$ cat config.mk
export PLATFORM = sky130hd
export DESIGN_NAME = dmem_ctrl
export DESIGN_NICKNAME = d
export VERILOG_FILES = /design/src/rtl/dmem_ctrl.sv
export SDC_FILE = /design/constraint.sdc
export NUM_CORES = 1
export LEC_CHECK = 0
export BUFFER_PORTS_ARGS = -buffer_cell sky130_fd_sc_hd__clkbuf_2
export CELL_PAD_IN_SITES_DETAIL_PLACEMENT = 1
export CELL_PAD_IN_SITES_GLOBAL_PLACEMENT = 1
export CORE_MARGIN = 2
export CORE_UTILIZATION = 37
export CTS_CLUSTER_SIZE = 24
export DETAILED_ROUTE_END_ITERATION = 12
export PLACE_DENSITY_LB_ADDON = 0.1
export SLEW_MARGIN = 40
export SYNTH_ARGS = -nofsm -noshare
export SYNTH_HDL_FRONTEND = slang
export SYNTH_SLANG_ARGS = --single-unit
$ cat constraint.sdc
create_clock -name i_clk -period 2.8 [get_ports i_clk]
set_clock_uncertainty 0.1 [all_clocks]
set_input_delay 0.56 -clock i_clk [delete_from_list [all_inputs] [get_ports i_clk]]
set_output_delay 0.56 -clock i_clk [all_outputs]
set_load 0.01 [all_outputs]
$ cat src/rtl/dmem_ctrl.sv
// Data-RAM sequencer for the RV32IC MEM stage: sub-word loads/stores via word accesses,
// read-modify-write for byte/half stores, and a boot/debug loader write port sharing the RAM.
module dmem_ctrl #(
    parameter int ADDR_WIDTH = 9,
    parameter int DATA_WIDTH = 32
) (
    input  logic                  i_clk,
    input  logic                  i_rst_n,
    input  logic                  i_req,
    input  logic                  i_we,
    input  logic [ADDR_WIDTH+1:0] i_addr,
    input  logic [1:0]            i_size,
    input  logic                  i_unsigned,
    input  logic [DATA_WIDTH-1:0] i_wdata,
    output logic                  o_stall,
    output logic [DATA_WIDTH-1:0] o_rdata,
    output logic                  o_rvalid,
    output logic                  o_misaligned,
    input  logic                  i_ld_req,
    input  logic [ADDR_WIDTH-1:0] i_ld_addr,
    input  logic [DATA_WIDTH-1:0] i_ld_wdata,
    output logic                  o_ld_gnt,
    output logic                  o_mem_we,
    output logic [ADDR_WIDTH-1:0] o_mem_addr,
    output logic [DATA_WIDTH-1:0] o_mem_wdata,
    input  logic [DATA_WIDTH-1:0] i_mem_rdata
);

    // state     | meaning
    // IDLE      | accept loader write or new core op; word stores and misaligned ops finish here
    // RD_WAIT   | RAM read data arriving; extract lane, extend, register result
    // LD_DONE   | load result valid, pipeline released
    // RMW_MERGE | RAM read data arriving; splice store byte/half into the word
    // RMW_WR    | write merged word back, pipeline released
    typedef enum logic [2:0] {
        IDLE,
        RD_WAIT,
        LD_DONE,
        RMW_MERGE,
        RMW_WR
    } state_t;

    state_t                  state_q, state_d;
    logic [ADDR_WIDTH-1:0]   cap_waddr_q;
    logic [1:0]              cap_lane_q;
    logic [1:0]              cap_size_q;
    logic                    cap_uns_q;
    logic [15:0]             cap_wdata_q;
    logic [DATA_WIDTH-1:0]   merge_q, merge_d;
    logic [DATA_WIDTH-1:0]   rdata_q, ld_ext;
    logic [7:0]              lane_byte;
    logic [15:0]             lane_half;

    logic [ADDR_WIDTH-1:0]   req_waddr;
    logic                    req_word, req_half, req_mis, cap_en;

    assign req_waddr = i_addr[ADDR_WIDTH+1:2];
    assign req_word  = i_size[1];
    assign req_half  = (i_size == 2'b01);
    assign req_mis   = (req_half & i_addr[0]) | (req_word & (|i_addr[1:0]));
    assign cap_en    = (state_q == IDLE) & i_req & ~i_ld_req;

    always_comb begin
        lane_byte = i_mem_rdata[{cap_lane_q, 3'b000} +: 8];
        lane_half = cap_lane_q[1] ? i_mem_rdata[31:16] : i_mem_rdata[15:0];
        if (cap_size_q[1])
            ld_ext = i_mem_rdata;
        else if (cap_size_q[0])
            ld_ext = {{16{lane_half[15] & ~cap_uns_q}}, lane_half};
        else
            ld_ext = {{24{lane_byte[7] & ~cap_uns_q}}, lane_byte};
    end

    always_comb begin
        merge_d = i_mem_rdata;
        if (cap_size_q == 2'b01) begin
            if (cap_lane_q[1])
                merge_d[31:16] = cap_wdata_q;
            else
                merge_d[15:0] = cap_wdata_q;
        end else begin
            merge_d[{cap_lane_q, 3'b000} +: 8] = cap_wdata_q[7:0];
        end
    end

    always_comb begin
        state_d      = state_q;
        o_stall      = 1'b0;
        o_misaligned = 1'b0;
        o_ld_gnt     = 1'b0;
        o_mem_we     = 1'b0;
        o_mem_addr   = cap_waddr_q;
        o_mem_wdata  = merge_q;
        // Strobes are forced low while reset is asserted, whatever the inputs do.
        if (i_rst_n) begin
            unique case (state_q)
                IDLE: begin
                    if (i_ld_req) begin
                        o_mem_we    = 1'b1;
                        o_mem_addr  = i_ld_addr;
                        o_mem_wdata = i_ld_wdata;
                        o_ld_gnt    = 1'b1;
                        o_stall     = i_req;
                    end else if (i_req) begin
                        if (req_mis) begin
                            o_misaligned = 1'b1;
                        end else if (i_we && req_word) begin
                            o_mem_we    = 1'b1;
                            o_mem_addr  = req_waddr;
                            o_mem_wdata = i_wdata;
                        end else begin
                            o_mem_addr = req_waddr;
                            o_stall    = 1'b1;
                            state_d    = i_we ? RMW_MERGE : RD_WAIT;
                        end
                    end
                end
                RD_WAIT: begin
                    o_stall = 1'b1;
                    state_d = LD_DONE;
                end
                LD_DONE: begin
                    state_d = IDLE;
                end
                RMW_MERGE: begin
                    o_stall = 1'b1;
                    state_d = RMW_WR;
                end
                RMW_WR: begin
                    o_mem_we = 1'b1;
                    state_d  = IDLE;
                end
                default: state_d = IDLE;
            endcase
        end
    end

    assign o_rvalid = (state_q == LD_DONE);
    assign o_rdata  = rdata_q;

    always_ff @(posedge i_clk or negedge i_rst_n) begin
        if (!i_rst_n) begin
            state_q     <= IDLE;
            cap_waddr_q <= '0;
            cap_lane_q  <= '0;
            cap_size_q  <= '0;
            cap_uns_q   <= 1'b0;
            cap_wdata_q <= '0;
            merge_q     <= '0;
            rdata_q     <= '0;
        end else begin
            state_q <= state_d;
            if (cap_en) begin
                cap_waddr_q <= req_waddr;
                cap_lane_q  <= i_addr[1:0];
                cap_size_q  <= i_size;
                cap_uns_q   <= i_unsigned;
                cap_wdata_q <= i_wdata[15:0];
            end
            if (state_q == RD_WAIT)
                rdata_q <= ld_ext;
            if (state_q == RMW_MERGE)
                merge_q <= merge_d;
        end
    end

endmodule

After elaboration in Yosys (flattened, before gate mapping) --
Cells that the tools add are included.
Storage, ports and cells: bits in registers 97, bits of input ports 124, output and inout port bits 78, word-level logic and storage cells 80
Operators by class: add/sub/neg operators 1, equal/unequal tests 10, shift-type cells 3, multiplexer cells 44, bitwise logic cells 9, reduce and logical (&&, ||, !) cells 5
Operators with widths (number):
- $mux 32 | 9
- $mux 16 | 3
- $mux 9 | 5
- $bwmux 32 | 1
- $shift 8x7->32 const A | 1
- $shiftx 32x6->8 | 1
- $shiftx 8x7->32 | 1
- $mux 1 | 18
- $mux 3 | 4
- $pmux 3 s3 | 1
- $ne 2x2->1 const B | 4
- $neg 5->7 | 1
- $and 1x1->1 | 6
- $eq 3x2->1 const B | 2
- $reduce_and 5->1 | 1
- $eq 2x1->1 const B | 2
- $pmux 1 s2 | 2
- $reduce_or 2->1 | 2
- $eq 3x1->1 const B | 1
- $eq 3x3->1 const B | 1
- $logic_not 3->1 | 1
- $mux 2 | 1
- $not 1->1 | 2
- $logic_and 1x1->1 | 1
- $or 1x1->1 | 1

Depth between registers and ports, before layout --
word-level depth 8, depth in mapped cells 7

Worst setup path before layout --
Ideal clock, no wire load.
path type input-to-output, start point input port i_rst_n, end point output port o_mem_wdata[10], arrival time 2.007 ns, required time 2.140 ns, path slack 0.133 ns, stages 7, buffers on the path 3, cell sequence buf_2 > nor4b_4 > or4b_1 > buf_2 > buf_6 > o22ai_1 > a21oi_1
On the way: cells in the longest elaborated chain, start to end 1
RTL lines:
- start, declared | line 8 | input logic i_rst_n,
- $mux 32 | line 95 | if (i_rst_n) begin
- end, declared | line 25 | output logic [DATA_WIDTH-1:0] o_mem_wdata,
Every way passes these cells.

Worst setup path after layout --
start point register state_q[2], end point output port o_mem_wdata[7]
On the way: cells in the longest elaborated chain, start to end 3
RTL lines:
- start, declared | line 43 | state_t state_q, state_d;
- start signal, assigned | line 152 | state_q <= state_d;
- $logic_not 3->1 | line 96 | unique case (state_q)
- $mux 32 | line 96
- $mux 32 | line 95
Every way passes these cells.

==> flow_metrics.tcl <==
set metrics [dict create \
    ys.warnings.count 0 \
    port_buffers 201 \
    yosysSeqAreaShare_pct 43.1 \
    syn_area_per_cell_um2 9.76 \
    overflow 0 \
    outcome "complete, but fails checks" \
    rsz0062_at_grt "yes" \
    die_area_um2 16200 \
    grtUsageTotal_pct 26.6 \
    post-route-util_pct 49.4 \
    tritoncts "yes" \
    syn_to_final_growth_pct 31.7 \
    cp.depth 6 \
    cp_slowest_cell "or4b_4" \
    fp-row-count 45 \
    slowest_delay_ns 0.56 \
    grt_pass1_wl_um 33500 \
    cts_root_buf "clkbuf_16" \
    relSlewSlack_pct 48.7 \
    p_per_area_nw_per_um2 811 \
    wl_per_cell_um 22.5 \
    worst_slack_ns -0.0729 \
    fp.coreArea_um2 15000 \
    vias 5833 \
    synth-seq-cells 97 \
    vdd_drop_max_v 0.000368 \
    synth_cells 577 \
    max_freq_mhz 348 \
    hpwl_um 15700 \
    synth_nets 706 \
    synth_cell_types 45 \
    first_pass_iters 6 \
    drc_errors 0 \
    met3_usage_pct 3.02 \
    synth_edf_count 0 \
    p_total_uw 6020 \
    drv_cap 0 \
    report.final.slew_viol_count 0 \
    synth.cell_area_um2 5630 \
    fin_tns_setup_ns -1.52 \
    hold_slack_ns 0.130 \
    violations "setup timing" \
    min_period_ns 2.87 \
    worstRegToRegCells 8 \
    cts_buffers 9 \
    wl_um 21800 \
    rr_endpoint "merge_q[31]" \
    grt_max_degree 107 \
    layout_commonest_cell "clkbuf_2" \
    r2r_slack_ns 0.45 \
    clk_path_buf_depth 2 \
    grtUsageMet1_pct 36.6 \
    path_max_fanout 11 \
    antenna_cells 0 \
    grt_util_met2_pct 44.4 \
    avgViaCountPerCell 6.01 \
    fin_crit_sh_pct 103 \
    die_w_um 127 \
    synth_ff_type "dfrtp_1" \
    p_leak_uw 0.00354 \
    drive_gt1_share_pct 40.2 \
    die_h_um 127 \
    worstMarginPinSlew_ns 0.768 \
    htreeDepth 3 \
    synthArstFlopShare_pct 100 \
    cp.arrival_ns 2.21 \
    min_path_type "input pin to asynchronous set/reset pin" \
    crit_buf_inv 2 \
    worst_setup_path_end_kind "output pin" \
    drt-initial-drc-count 329 \
    rr_startpoint "cap_lane_q[1]" \
    crit_chain "nor4b_4 > or4b_4 > buf_12 > o22ai_1 > a21oi_1 > clkbuf_2" \
    setup_viol 32 \
    drtAntennaViolNets 0 \
    grt_pass1_vias 5867 \
    cts.sinks 97 \
    top_usage_layer "met2" \
    crit_family "simple AND/OR/NAND/NOR gates" \
    startpoint_type "flop" \
    gp_congestion 0.902 \
    antenna_found_initial 0 \
    final_nets 907 \
    initial_utilization_pct 37.5 \
    final_cell_mix "clkbuf_2 (196), dfrtp_1 (95), a21oi_1 (69)" \
    path_class "flop to output pin" \
    hold_viol 0 \
    critPathRequiredTime_ns 2.14 \
    clk_latency_ns 0.35 \
    io_pins 202 \
    clk_pin_slew_ns 0.07 \
]
-- sequential cells by signal, indices dropped and copies added, names as in the netlist --
name	count
merge_q	32
o_rdata	32
cap_wdata_q	16
cap_waddr_q	9
state_q	3
cap_lane_q	2
cap_size_q	2
cap_uns_q	1
-- stage by stage --
| stage | std cells | worst slack, ns | instance area [um^2] |
|---|---|---|---|
| 6_report | 971 | -0.0729 | 7420 |
| 3_3_place_gp | 945 | 0.0746 | 6890 |
| 5_1_grt | 971 | -0.148 | 7420 |
| 4_1_cts | 967 | -0.0866 | 7280 |
| 3_5_place_dp | 945 | -0.00995 | 6900 |
| 2_1_floorplan | 577 | 0.133 | 5630 |
-- Yosys cell counts, drive strengths merged, types with 12 or more instances --
cell type  count  share of area, %
a21oi         70               6.3
a221o         32               5.7
a22o          16               2.5
and2          17               1.9
buf           15               1.6
clkbuf        35               2.3
dfrtp         97                43
mux2          29               5.8
mux2i         25               4.4
nand2         27               1.8
nand2b        12               1.3
nand3         35               3.1
nor2          17               1.1
nor3          13               1.2
o22ai         65               7.2
-- per-layer routing --
layer	up-vias	wire (um)
li1	2656	-
met1	2942	9840
met3	25	1050
met5	-	0
met4	0	379
met2	210	10600
-- worst max-delay path by stage --
stage	from	end	slack (ns)
after CTS	state_q[1]	o_mem_wdata[15]	-0.09
final	state_q[2]	o_mem_wdata[7]	-0.07
after detailed placement	i_rst_n	o_mem_addr[0]	-0.01
after global placement	i_rst_n	o_mem_addr[8]	0.07
after floorplan	i_rst_n	o_mem_wdata[10]	0.13
after global routing	state_q[2]	o_mem_wdata[7]	-0.15
-- report_power, final --
part | total (uW) | internal [uW] | switching, uW
clock network | 1270 | 715 | 557
registers | 2380 | 1900 | 474
logic | 2370 | 1150 | 1220
total | 6020 | 3770 | 2250
-- layout make-up --
cell class                 count  area (um^2)
inverter                       9         33.8
timing repair buffer         240         1400
multi-input combinational    421         3030
fill                        1765         7610
tap                          188          235
sequential                    97         2430
clock buffer                  11          243
clock inverter                 5         55.1
-- worst reg2reg max path: cells and delay by family (launching register included) --
family	cells	cell delay, ns
AO/OA/AOI/OAI	2	0.31
adder cells (fa/ha/maj)	1	0.22
buffers and inverters	4	1.06
flip-flops	1	0.34
AND/OR/NAND/NOR	1	0.26
-- cell families (layout without fill, tap and decap cells) --
kind of cell	after synthesis	count (layout)	synth area share, %
compound gates	227	227	28.4
fa+ha+maj	5	5	1.11
buf+inv	59	265	4.55
flops	97	97	43.1
mux	54	54	10.2
simple gates	135	135	12.7
-- timing repair --
item,in CTS,in global routing
setup endpoints to repair,42,41
hold endpoints to repair,0,0
pin swaps,1,1
hold buffers,0,0
buffers inserted,6,2
gates cloned,0,2
gates resized for setup,11,19
No activity file was read; power rests on OpenSTA's default activity.
